[config.mk]
export PLATFORM = sky130hd
export DESIGN_NAME = rr_spill_arbiter
export DESIGN_NICKNAME = d
export VERILOG_FILES = /design/src/rtl/rr_spill_arbiter_pkg.sv /design/src/rtl/rr_spill_arbiter_spill_register.sv /design/src/rtl/rr_spill_arbiter.sv
export SDC_FILE = /design/constraint.sdc
export NUM_CORES = 1
export LEC_CHECK = 0
export CAP_MARGIN = 20
export CELL_PAD_IN_SITES_DETAIL_PLACEMENT = 1
export CELL_PAD_IN_SITES_GLOBAL_PLACEMENT = 1
export CORE_MARGIN = 2
export CORE_UTILIZATION = 33
export DETAILED_ROUTE_END_ITERATION = 6
export PLACE_DENSITY = 0.82
export SYNTH_ARGS = -nofsm -noshare
export SYNTH_HDL_FRONTEND = slang
export SYNTH_SLANG_ARGS = --single-unit
[constraint.sdc]
create_clock -name clk_i -period 3.35 [get_ports clk_i]
set_input_delay 0.5025 -clock clk_i [delete_from_list [all_inputs] [get_ports clk_i]]
set_output_delay 0.5025 -clock clk_i [all_outputs]
set_load 0.01 [all_outputs]
[src/rtl/rr_spill_arbiter_pkg.sv]
// Helpers shared by the round-robin spill arbiter: cyclic index arithmetic
// that wraps explicitly, so the input count need not be a power of two.
package rr_spill_arbiter_pkg;

  function automatic int unsigned rr_next(input int unsigned idx, input int unsigned n);
    return (idx + 1 >= n) ? 0 : idx + 1;
  endfunction

  function automatic int unsigned rr_slot(input int unsigned base, input int unsigned off,
                                          input int unsigned n);
    int unsigned s;
    s = base + off;
    return (s >= n) ? s - n : s;
  endfunction

endpackage

[src/rtl/rr_spill_arbiter_spill_register.sv]
// Two-entry spill register: cuts every combinational path between the input
// and output sides while sustaining one transfer per cycle.
module spill_register #(
  parameter int unsigned T_w = 32
) (
  input  logic           clk_i,
  input  logic           rst_ni,
  input  logic           valid_i,
  output logic           ready_o,
  input  logic [T_w-1:0] data_i,
  output logic           valid_o,
  input  logic           ready_i,
  output logic [T_w-1:0] data_o
);

  logic           a_full_q, b_full_q;
  logic [T_w-1:0] a_data_q, b_data_q;
  logic           a_fill, a_drain, b_fill, b_drain;

  // Slot b only ever holds the older item, so it is presented first.
  assign a_fill  = valid_i && ready_o;
  assign a_drain = a_full_q && !b_full_q;
  assign b_fill  = a_drain && !ready_i;
  assign b_drain = b_full_q && ready_i;

  always_ff @(posedge clk_i or negedge rst_ni) begin
    if (!rst_ni) begin
      a_full_q <= 1'b0;
      b_full_q <= 1'b0;
      a_data_q <= '0;
      b_data_q <= '0;
    end else begin
      if (a_fill || a_drain) a_full_q <= a_fill;
      if (a_fill)            a_data_q <= data_i;
      if (b_fill || b_drain) b_full_q <= b_fill;
      if (b_fill)            b_data_q <= a_data_q;
    end
  end

  assign valid_o = a_full_q || b_full_q;
  assign data_o  = b_full_q ? b_data_q : a_data_q;
  assign ready_o = !a_full_q || !b_full_q;

endmodule

[src/rtl/rr_spill_arbiter.sv]
// Round-robin arbiter sharing one registered valid/ready stream among NumInp
// producers; the output side is fully decoupled through a spill register.
module rr_spill_arbiter
  import rr_spill_arbiter_pkg::*;
#(
  parameter  int unsigned NumInp    = 4,
  parameter  int unsigned DataWidth = 32,
  parameter  bit          LockIn    = 1'b1,
  localparam int unsigned IdxWidth  = (NumInp > 1) ? $clog2(NumInp) : 1
) (
  input  logic                          clk_i,
  input  logic                          rst_ni,
  input  logic [NumInp-1:0]             inp_valid_i,
  output logic [NumInp-1:0]             inp_ready_o,
  input  logic [NumInp*DataWidth-1:0]   inp_data_i,
  output logic                          oup_valid_o,
  input  logic                          oup_ready_i,
  output logic [DataWidth-1:0]          oup_data_o,
  output logic [IdxWidth-1:0]           oup_idx_o
);

  logic                          arb_valid, arb_ready;
  logic [DataWidth-1:0]          arb_data;
  logic [IdxWidth-1:0]           arb_idx;
  logic [DataWidth+IdxWidth-1:0] spill_out;

  assign arb_valid = |inp_valid_i;

  if (NumInp == 1) begin : gen_single
    assign arb_idx     = '0;
    assign arb_data    = inp_data_i;
    assign inp_ready_o = arb_valid && arb_ready;
  end else begin : gen_multi
    logic [IdxWidth-1:0] rr_q, lock_idx_q, search_idx, grant, slot;
    logic                lock_q;

    // Walk offsets from farthest to nearest so the first valid after rr_q wins.
    always_comb begin
      search_idx = rr_q;
      slot       = '0;
      for (int k = NumInp - 1; k >= 0; k--) begin
        slot = IdxWidth'(rr_slot(32'(rr_q), k, NumInp));
        if (inp_valid_i[slot]) search_idx = slot;
      end
    end

    assign grant   = (LockIn && lock_q) ? lock_idx_q : search_idx;
    assign arb_idx = grant;

    always_comb begin
      arb_data    = '0;
      inp_ready_o = '0;
      for (int i = 0; i < NumInp; i++) begin
        if (grant == IdxWidth'(i)) begin
          arb_data       = inp_data_i[i*DataWidth +: DataWidth];
          inp_ready_o[i] = arb_valid && arb_ready;
        end
      end
    end

    always_ff @(posedge clk_i or negedge rst_ni) begin
      if (!rst_ni) begin
        rr_q       <= '0;
        lock_q     <= 1'b0;
        lock_idx_q <= '0;
      end else if (arb_valid && arb_ready) begin
        rr_q   <= IdxWidth'(rr_next(32'(grant), NumInp));
        lock_q <= 1'b0;
      end else if (LockIn && arb_valid) begin
        lock_q     <= 1'b1;
        lock_idx_q <= grant;
      end
    end

    if (LockIn) begin : gen_lock_chk
      // A producer that has been offered a grant must keep its request up.
      held_valid : assert property (@(posedge clk_i) disable iff (!rst_ni)
                                    lock_q |-> inp_valid_i[lock_idx_q]);
    end
  end

  spill_register #(
    .T_w (DataWidth + IdxWidth)
  ) i_spill (
    .clk_i   (clk_i),
    .rst_ni  (rst_ni),
    .valid_i (arb_valid),
    .ready_o (arb_ready),
    .data_i  ({arb_idx, arb_data}),
    .valid_o (oup_valid_o),
    .ready_i (oup_ready_i),
    .data_o  (spill_out)
  );

  assign oup_data_o = spill_out[DataWidth-1:0];
  assign oup_idx_o  = spill_out[DataWidth+IdxWidth-1:DataWidth];

endmodule

[After elaboration in Yosys (flattened, before gate mapping)]
Index checks and enable logic that the tools add are counted.
Word-level totals
  register bits after elaboration: 75
  input port bits: 135
  output and inout port bits: 39
  logic and storage cells: 72
Cells by class
  add/sub/neg operators: 8
  magnitude comparators: 9
  equal/unequal tests: 3
  mux-type cells: 29
  bitwise gates (word level): 1
  reduce and logical (&&, ||, !) cells: 15
Operators with widths (number)
  32-bit 2-to-1 mux: 4
  34-bit 2-to-1 mux: 1
  2-bit 2-to-1 mux: 10
  3-bit greater-or-equal comparator, second input constant: 4
  2-bit by 3-bit less-than comparator with 1-bit output, second input constant: 4
  1-bit 2-to-1 mux: 10
  1-bit binary-select mux with 2-bit select: 4
  2-bit by 1-bit subtractor with 2-bit output, second input constant: 4
  2-bit by 1-bit adder with 3-bit output, second input constant: 2
  2-bit by 2-bit adder with 3-bit output, second input constant: 2
  2-bit == test, second input constant: 2
  1-bit logical AND: 4
  1-bit logical OR: 4
  4-bit OR reduction: 1
  2-bit by 3-bit greater-or-equal comparator with 1-bit output, second input constant: 1
  1-bit zero test: 3
  2-bit by 1-bit == test with 1-bit output, second input constant: 1
  2-bit zero test: 1
  2-bit AND reduction: 1
  2-bit nonzero test: 1
  1-bit NOT: 1

[Depth between registers and ports, before layout]
Gate-level depths: netlist (run 1).
  depth after elaboration: 15
  gate-level depth with buffers: 11

[Cells and area by module]
Synthesis (run 1) repeated with hierarchy kept, for this count alone.
Second synthesis, totals
  cell total of the unflattened synthesis: 386
  area, all modules: 4390.5 um^2
Modules (own cells, without submodules)
  spill_register: instances 1, cells an instance 188, area each 3039.2 um^2, sequential area each 1751.7 um^2
  rr_spill_arbiter: instances 1, cells an instance 198, area each 1351.3 um^2, sequential area each 125.1 um^2

[Worst setup path before layout (run 1)]
No wires, ideal clock.
  kind: input port to output port
  start: input inp_valid_i[2]
  end: output inp_ready_o[3]
  arrival: 2.218 ns
  path slack: 0.629 ns
  stages on the path: 8
  cells stage by stage: nor2b_1 o21a_1 a2111o_1 nand2_1 ha_1 clkbuf_1 clkbuf_1 and2_1
Between the ends
  cells in the longest elaborated chain, start to end: 9
Ends and longest elaborated chain
  start, declared: line rr_spill_arbiter.sv:13  | input logic [NumInp-1:0] inp_valid_i,
  1-bit binary-select mux with 2-bit select: line rr_spill_arbiter.sv:43  | if (inp_valid_i[slot]) search_idx = slot;
  1-bit 2-to-1 mux (implied by the code): line rr_spill_arbiter.sv:43
  2-bit 2-to-1 mux (3 in series): line rr_spill_arbiter.sv:43
  2-bit 2-to-1 mux (*): line rr_spill_arbiter.sv:43
  2-bit 2-to-1 mux (*): line rr_spill_arbiter.sv:47  | assign grant = (LockIn && lock_q) ? lock_idx_q : search_idx;
  net arb_idx[0]: line rr_spill_arbiter.sv:24  | logic [IdxWidth-1:0] arb_idx;
  2-bit == test (*): line rr_spill_arbiter.sv:54  | if (grant == IdxWidth'(i)) begin
  1-bit 2-to-1 mux (*): line rr_spill_arbiter.sv:54
  end, declared: line rr_spill_arbiter.sv:14  | output logic [NumInp-1:0] inp_ready_o,
Mark *: on every way through the listed nets, which the timed path passes. The rest lies on a longest branch. The select of a mux whose other input is x is not followed.

[Worst setup path after layout (run 1)]
  start: input inp_valid_i[2]
  end: output inp_ready_o[1]
Between the ends
  cells in the longest elaborated chain, start to end: 9
Ends and longest elaborated chain (line)
  1-bit binary-select mux with 2-bit select: rr_spill_arbiter.sv:43
  1-bit 2-to-1 mux (implied by the code): rr_spill_arbiter.sv:43
  2-bit 2-to-1 mux (3 in series): rr_spill_arbiter.sv:43
  2-bit 2-to-1 mux (*): rr_spill_arbiter.sv:43
  2-bit 2-to-1 mux (*): rr_spill_arbiter.sv:47
  net arb_idx[0]: rr_spill_arbiter.sv:24
  2-bit by 1-bit == test with 1-bit output (*): rr_spill_arbiter.sv:54
  1-bit 2-to-1 mux (*): rr_spill_arbiter.sv:54
Marks and branches as above.

==> results of run 1 <==
[final timing paths]
path                                                       start                               end  cells past startpoint
worst min-delay path                                      rst_ni  i_spill.b_data_q[26]$_DFFE_PN0P_                      1
worst min register to register  i_spill.b_data_q[30]$_DFFE_PN0P_  i_spill.b_data_q[30]$_DFFE_PN0P_                      1
min in group clk_i              i_spill.b_data_q[30]$_DFFE_PN0P_  i_spill.b_data_q[30]$_DFFE_PN0P_                      1
worst max-delay path                              inp_valid_i[2]                    inp_ready_o[1]                      8
worst max register to register     gen_multi.rr_q[1]$_DFFE_PN0P_   i_spill.a_data_q[6]$_DFFE_PN0P_                      9
max in group asynchronous                                 rst_ni      i_spill.b_full_q$_DFFE_PN0P_                      1
[area by class of cell]
cell class	count	area share, %
Clock buffer	9	3.45
Inverter	35	2.01
Sequential cell	75	28.8
Multi-Input combinational cell	276	32.9
Timing Repair Buffer	185	28.0
Tap cell	172	3.30
Clock inverter	5	1.59
[per-layer routing]
metal	share of wire, %	wire [µm]	vias up
met5	0	0	-
met4	1.8	238	0
met3	5.0	659	18
met2	53	6960	106
met1	40	5290	1936
li1	-	-	1851
[report_power, final]
part           total, µW  switching, µW  internal, µW
Combinational       2400           1070          1330
Sequential          1620            284          1340
Clock               1070            353           719
Total               5100           1700          3390
[registers in the layout, indices dropped and copies added, names as in the netlist]
register,count
i_spill.a_data_q,34
gen_multi.lock_idx_q,2
gen_multi.rr_q,2
i_spill.a_full_q,1
i_spill.b_data_q,34
gen_multi.lock_q,1
i_spill.b_full_q,1
[kinds of logic (layout without fill, tap and decap cells)]
| group | count (synthesis) | after routing |
|---|---|---|
| simple gates | 92 | 92 |
| flops | 75 | 75 |
| buf+inv | 71 | 234 |
| fa+ha+maj | 4 | 4 |
| compound gates | 108 | 108 |
| mux | 72 | 72 |
[critical path: cells and delay by family]
family | cells | cell delay, ns
compound gates | 2 | 0.61
fa+ha+maj | 1 | 0.24
buf+inv | 2 | 1.01
simple gates | 3 | 0.42
[metrics by stage]
step | utilization [%] | hold WS (ns) | power, µW | instance area (µm²)
final | 51.3 | 0.315 | 5100 | 6530
after floorplan | - | 0.207 | 3030 | 4320
after global placement | 48.6 | 0.463 | 3910 | 6190
after detailed placement | 48.6 | 0.490 | 4050 | 6190
after CTS | 51.2 | 0.363 | 5160 | 6520
after global routing | 51.3 | 0.398 | 5480 | 6530
[cell usage in the layout (no fill, tap or decap), types with 5 or more instances in the layout]
cell             instances
mux2_2                  70
nand2_1                 38
nor2_1                  35
nor2b_1                  5
buf_4                   13
a31oi_1                 33
dfrtp_1                 74
inv_1                   35
clkdlybuf4s50_1        169
clkbuf_16                9
a221oi_1                30
a211o_1                 31
[Yosys cell counts (all sizes together) (2+ instances only)]
cell	n
a211o	31
a21oi	5
a221oi	31
a31oi	33
and2	5
buf	24
clkbuf	12
dfrtp	75
ha	4
inv	35
mux2	72
nand2	38
nor2	35
nor2b	6
o21ai	2
==> results.md, run 1 <==
- Outcome: completed
- Total Nets Final: 721
- Crit Path Category: input pin to primary output
- Crit-path most repeated cell: clkdlybuf4s50_1
- Final Skew: 0.00687 ns
- Final setup TNS: 0 ns
- Proportion of netlist area held by the largest area contributor: 43.5%
- Post-route DRC violation count: 0
- Worst Tran Pin Value: 0.950 ns
- Maximum clock rate: 0.304 GHz
- List of cells traversed by the critical path: clkdlybuf4s50_1, nor2b_1, o21a_1, a2111o_1, nand2_1, ha_2, and2_1, clkdlybuf4s50_1
- Initial antenna violation count: 0
- Area growth from synthesis to layout: 51.3%
- Met3 Track Usage GR: 5.12%
- Number of global-route vias before repair: 4430
- Seq. cell area: 1880 µm²
- Met2 capacity usage during global routing: 35.7%
- Adder-cell share of the synthesized area: 1.16%
- GRT overflow: 0
- Cell row count: 41
- Main combinational cell family by area after synthesis: compound AO/OA/AOI/OAI gates
- Iteration-0 DRC Markers: 158
- Classification of the worst-slack hold path: input pin to async pin
- Number of endpoints failing setup at the final stage: 0
- Antenna cell count: 0
- Met1 track demand over resource in global routing: 21.8%
- Clock latency of the later-clocked register in the worst-skew pair: 0.32 ns
- Setup fix buffers added after clock tree synthesis: 0
- Routability cong.: 0.767
- Number of max-cap violations: 0
- First-pass iteration count of the detailed router: 4
- Number of clock sinks: 75
- Worst Setup Slack, final: 0.0624 ns
- Max Buffers Root-to-Sink: 2
- Routed vias: 3911
- I/O pin count: 174
- Multi-input gate area: 2150 µm²
- Pleak: 0.00271 µW
- TritonCTS buffer count: 9
- Fraction of registers with async set/reset: 100%
- Count of fill cells added during filler insertion: 1450
- GRT Resource Usage Total: 19.4%
- Stage delay of the slowest cell on the critical path: 0.55 ns
- Sequential-to-total area share from yosys stat: 43.5%
- CTS Root Cell: clkbuf_16
- Grt peak-use layer: met2
- Top FF cell, synth: dfrtp_1
- Crit start category: input pin
- Worst-case headroom to the max-slew limit: 36.7%
- Post-synth design cell area: 4320 µm²
- Crit share post-route: 98.1%
- Master of the slowest instance on the critical path: clkdlybuf4s50_1
- Data required time of the worst path: 2.85 ns
- Largest voltage drop on the vdd net: 0.359 mV
- Syn_nets: 561
- Share of synthesized area spent on multiplexers: 18.8%
- Pwr/cell area: 780 nW/µm²
- Vertical die dimension: 118 µm
- Compound-gate portion of the synthesized area: 19.4%
- Total die area: 14000 µm²
- Clock tree from TritonCTS: done
- R2R setup slack: 0.48 ns
- Clock-pin slew on the worst setup and hold paths: 0.06 ns
- Total number of H-tree levels: 3
- Arrival time of data at the critical path endpoint: 2.79 ns
- Final ANT Viol Nets: 0
- Final instance count without filler cells: 757
- Final routed wire length divided by cell count: 17.4 µm
- Layout cells sized above 1: 18.5%
- Dominant cells by area after synthesis: dfrtp_1 (43%), mux2_2 (18%), a211o_1 (6.3%)
- Core Region: 12700 µm²
- Post-cts resize count: 1
- Pin count of the biggest net entering global routing: 76
- Total wire length: 13.2 mm
- Initial standard-cell utilization of the core: 33.9%
- Die Wd: 118 µm
- Hold buffer count at CTS: 0
- Input/output buffers: 173
- Final hold violation count: 0
- Simple-gate portion of the synthesized area: 9.79%
- Gate count of the mapped netlist: 422
- Count of warnings emitted by yosys: 0
- Peak fanout along the critical path: 4
- RSZ-0062 raised after global routing: true
- Number of max-slew violations in the final report: 0
- Number of distinct standard cells referenced by the synthesized netlist: 35
- Time the final worst path needs with I/O delays and setup: 3.29 ns
- Via-per-instance ratio: 5.17
- Xor/xnor cell area share of the yosys netlist: 0%
- Average footprint of a synthesized cell: 10.2 µm²
- Synthesis-stage register bit count: 75
- Largest area contributor in the netlist: dfrtp_1
- Half-perimeter wire length after placement: 9.65 mm
- Placed cells: 743
- Post-synth EDFFs: 0
- Worst slack at placement: -0.174 ns
- First-pass GRT wire length: 22.0 mm
- Worst setup EP type: primary output
Power figures use the tool's default switching activity.
==> run 2, diff against run 1 <==
--- a/config.mk
+++ b/config.mk
@@ -11,7 +11,10 @@
 export CORE_MARGIN = 2
 export CORE_UTILIZATION = 33
 export DETAILED_ROUTE_END_ITERATION = 6
-export PLACE_DENSITY = 0.82
+export PLACE_DENSITY = 0.8
+export REMOVE_ABC_BUFFERS = 1
 export SYNTH_ARGS = -nofsm -noshare
 export SYNTH_HDL_FRONTEND = slang
+export SYNTH_HIERARCHICAL = 1
 export SYNTH_SLANG_ARGS = --single-unit
+export TNS_END_PERCENT = 30
==> run 2 against run 1 <==
  * Synthesized area is 1.7% higher
  * Global-route usage is 0.50 points lower
  * Register-to-register slack better by 0.11 ns
  * Critical path depth is 1 higher
  * Fmax is 6.2% higher
  * Cell area is 1.1% higher
  * Worst hold slack worse by 0.012 ns
  * Worst setup slack better by 0.19 ns
  * Critical path type unchanged
  * Non-clock buffer count is 1 higher
  * Clock skew hardly changed
==> results.md, run 2 <==
- Outcome: completed
- Initial standard-cell utilization of the core: 33.4% (-0.52 points)
- Routed vias: 3755 (-4.0%)
- Area growth from synthesis to layout: 50.5%
- Crit share post-route: 92.4% (-5.8 points)
- Most common library cells after synthesis: mux2_2 (98), dfrtp_1 (75), nand2_1 (38)
- Final routed wire length divided by cell count: 17.7 µm (+1.7%)
- Count of warnings emitted by yosys: 6 (+6)
- TritonCTS buffer count: 9 (unchanged)
- First-pass iteration count of the detailed router: 4 (unchanged)
- Final hold violation count: 0 (unchanged)
- Peak fanout along the critical path: 7 (+3)
- Number of global-route vias before repair: 4238 (-4.3%)
- Crit start category: input pin
- Xor/xnor cell area share of the yosys netlist: 0% (unchanged)
- Top FF cell, synth: dfrtp_1
- Time the final worst path needs with I/O delays and setup: 3.09 ns (-0.193 ns)
- Stage delay of the slowest cell on the critical path: 0.48 ns (-0.07 ns)
- Gate count of the mapped netlist: 386 (-8.5%)
- Biggest regs: i_spill/a_data_q x34, i_spill/b_data_q x34
- I/O pin count: 174 (unchanged)
- Simple-gate portion of the synthesized area: 11.0% (+1.2 points)
- Total die area: 14200 µm² (+1.6%)
- Final Skew: 0.00644 ns (-0.000425 ns)
- Commonest cells after routing, fill and taps aside: clkdlybuf4s50_1 (168), mux2_2 (98), dfrtp_1 (74), nand2_1 (38), nor2b_1 (32)
- Classification of the worst-slack hold path: input pin to async pin
- Antenna cell count: 0 (unchanged)
- Post-synth design cell area: 4390 µm² (+1.7%)
- Share of synthesized area spent on multiplexers: 27.0% (+8.2 points)
- RSZ-0062 raised after global routing: false
- Input/output buffers: 173 (unchanged)
- CP top delay family: buffers and inverters
- Worst-case headroom to the max-slew limit: 36.8% (+0.076 points)
- Number of endpoints failing setup at the final stage: 0 (unchanged)
- Maximum clock rate: 0.323 GHz (+6.2%)
- Sequential-to-total area share from yosys stat: 42.7% (-0.72 points)
- Routability cong.: 0.764 (-0.48%)
- Hold buffer count at CTS: 0 (unchanged)
- Clock latency of the later-clocked register in the worst-skew pair: 0.34 ns (+0.02 ns)
- Total number of H-tree levels: 3 (unchanged)
- Worst setup EP type: primary output
- Initial antenna violation count: 0 (unchanged)
- Worst path bufs/invs: 4 (+2)
- GRT Resource Usage Total: 18.9% (-0.50 points)
- Final ANT Viol Nets: 0 (unchanged)
- Clock tree from TritonCTS: done
- Master of the slowest instance on the critical path: clkdlybuf4s50_1
- List of cells traversed by the critical path: dlygate4sd2_1, o21bai_1, a21oi_1, o41ai_2, buf_4, inv_1, ha_1, and3_1, clkdlybuf4s50_1
- Number of distinct standard cells referenced by the synthesized netlist: 32 (-8.6%)
- First-pass GRT wire length: 21.2 mm (-3.6%)
- Final setup TNS: 0 ns (unchanged)
- Proportion of netlist area held by the largest area contributor: 42.7% (-0.72 points)
- Average footprint of a synthesized cell: 11.4 µm² (+11%)
- Post-synth EDFFs: 0 (unchanged)
- Total wire length: 12.9 mm (-1.7%)
- Data required time of the worst path: 2.85 ns (about the same)
- Max Buffers Root-to-Sink: 2 (unchanged)
- Worst Tran Pin Value: 0.949 ns (-0.00113 ns)
- CTS Root Cell: clkbuf_16
- Dominant cells by area after synthesis: dfrtp_1 (43%), mux2_2 (25%), a221oi_1 (6.2%)
- Layout cells sized above 1: 25.7% (+7.3 points)
- Number of clock sinks: 75 (unchanged)
- Clock-pin slew on the worst setup and hold paths: 0.05 ns (about the same)
- Power Total: 4980 µW (-2.3%)
- Adder-cell share of the synthesized area: 1.14% (-0.019 points)
- Core Region: 13100 µm² (+3.3%)
- Compound-gate portion of the synthesized area: 14.2% (-5.3 points)
- Arrival time of data at the critical path endpoint: 2.59 ns (-0.20 ns)
- Number of max-slew violations in the final report: 0 (unchanged)
- Dominant cell by count in the synthesized netlist: mux2_2
- Number of max-cap violations: 0 (unchanged)
- Via-per-instance ratio: 5.13 (-0.71%)
- Pleak: 0.00266 µW (-1.9%)
- Crit Path Category: input pin to primary output
- Half-perimeter wire length after placement: 9.40 mm (-2.6%)
- Pin count of the biggest net entering global routing: 76 (unchanged)
- Post-route DRC violation count: 0 (unchanged)
- Die Wd: 119 µm (+0.81%)
- Iteration-0 DRC Markers: 77 (-51%)
- Commonest non-fill, non-tap cell in the layout: clkdlybuf4s50_1
- Total Nets Final: 690 (-4.3%)
- GRT overflow: 0 (unchanged)
- Cell row count: 42 (+2.4%)
- Synthesis-stage register bit count: 75 (unchanged)
- Largest voltage drop on the vdd net: 0.338 mV (-5.9%)
- Largest area contributor in the netlist: dfrtp_1
- Pwr/cell area: 754 nW/µm² (-3.4%)
- Vertical die dimension: 119 µm (+0.81%)
- Main combinational cell family by area after synthesis: multiplexers
- Fraction of registers with async set/reset: 100% (unchanged)
run 2: changes by cell type in the layout (fill, tap and decap cells not counted), sizes merged, moves of 5 or more:
cell / previous run / this run
a211o: 31 / 0
a31oi: 33 / 0
and2: 5 / 0
inv: 35 / 3
mux2: 72 / 104
nor2: 35 / 0
nor2b: 6 / 33
o31ai: 0 / 31
run 2: worst register-to-register path: cells and delay by family (launching register included):
kind	cells	cell delay (ns)
adders and majority gates	1	0.21
AOI/OAI and AO/OA	4	0.88
DFF	1	0.46
buffers and inverters	3	0.46
and+or+nand+nor	2	0.31
muxes	1	0.31
run 2: area by class of cell:
cell class / count / area (µm²)
fill: 1427 / 6530
timing repair buffer: 186 / 1850
clock buffer: 11 / 253
multi-input combinational: 276 / 2370
tap: 176 / 220
sequential: 75 / 1880
clock inverter: 5 / 27.5
inverter: 3 / 11.3
run 2: per-stage QoR:
stage / setup WS, ns / cells / hold WS, ns / utilization, % / instance area, µm²
finish: 0.256 / 732 / 0.303 / 50.3 / 6610
global route: 0.116 / 732 / 0.393 / 50.3 / 6610
CTS: 0.0190 / 731 / 0.355 / 50.0 / 6580
detailed placement: -0.146 / 715 / 0.477 / 47.9 / 6290
global placement: -0.0497 / 715 / 0.463 / 47.9 / 6290
floorplan: -0.0722 / 354 / 0.207 / - / 4230
run 2: path summary, 6_finish.rpt:
kind	startpoint	to	slack (ns)	cells past startpoint
max in group asynchronous	rst_ni	i_spill/b_full_q$_DFFE_PN0P_	2.40	1
min in group clk_i	i_spill/b_data_q[6]$_DFFE_PN0P_	i_spill/b_data_q[6]$_DFFE_PN0P_	0.48	1
worst max-delay path	inp_valid_i[0]	inp_ready_o[0]	0.26	9
worst min register to register	i_spill/b_data_q[6]$_DFFE_PN0P_	i_spill/b_data_q[6]$_DFFE_PN0P_	0.48	1
worst min-delay path	rst_ni	i_spill/a_data_q[20]$_DFFE_PN0P_	0.30	1
worst max register to register	gen_multi.rr_q[1]$_DFFE_PN0P_	i_spill/a_data_q[28]$_DFFE_PN0P_	0.59	11
run 2: cells by family (layout without fill, tap and decap cells):
logic type / count (synthesis) / count (layout)
muxes: 105 / 105
and+or+nand+nor: 88 / 88
AOI/OAI and AO/OA: 79 / 79
DFF: 75 / 75
buffers and inverters: 35 / 205
adders and majority gates: 4 / 4
run 2: per-layer routing:
metal  global-route usage [%]  vias to the layer above  part of all wire, %
li1                         -                     1767                    -
met1                     21.3                     1867                   40
met2                     34.7                      104                   53
met3                     4.26                       17                  5.1
met4                     6.62                        0                  1.6
met5                        0                        -                    0
run 2: what timing repair did:
item                                    4_1_cts  5_1_grt
pin swaps                                     0        2
endpoints found under the setup margin        4        4
resized for setup                             3        7
endpoints found under the hold margin         0        0
setup buffers                                 0        1
run 2: where the power goes:
group	leakage, µW	switching [µW]	total (µW)	internal, µW
combinational	0.00160	1040	2470	1430
sequential	0.000916	271	1610	1340
clock	0.000141	361	897	536
total	0.00266	1670	4980	3310
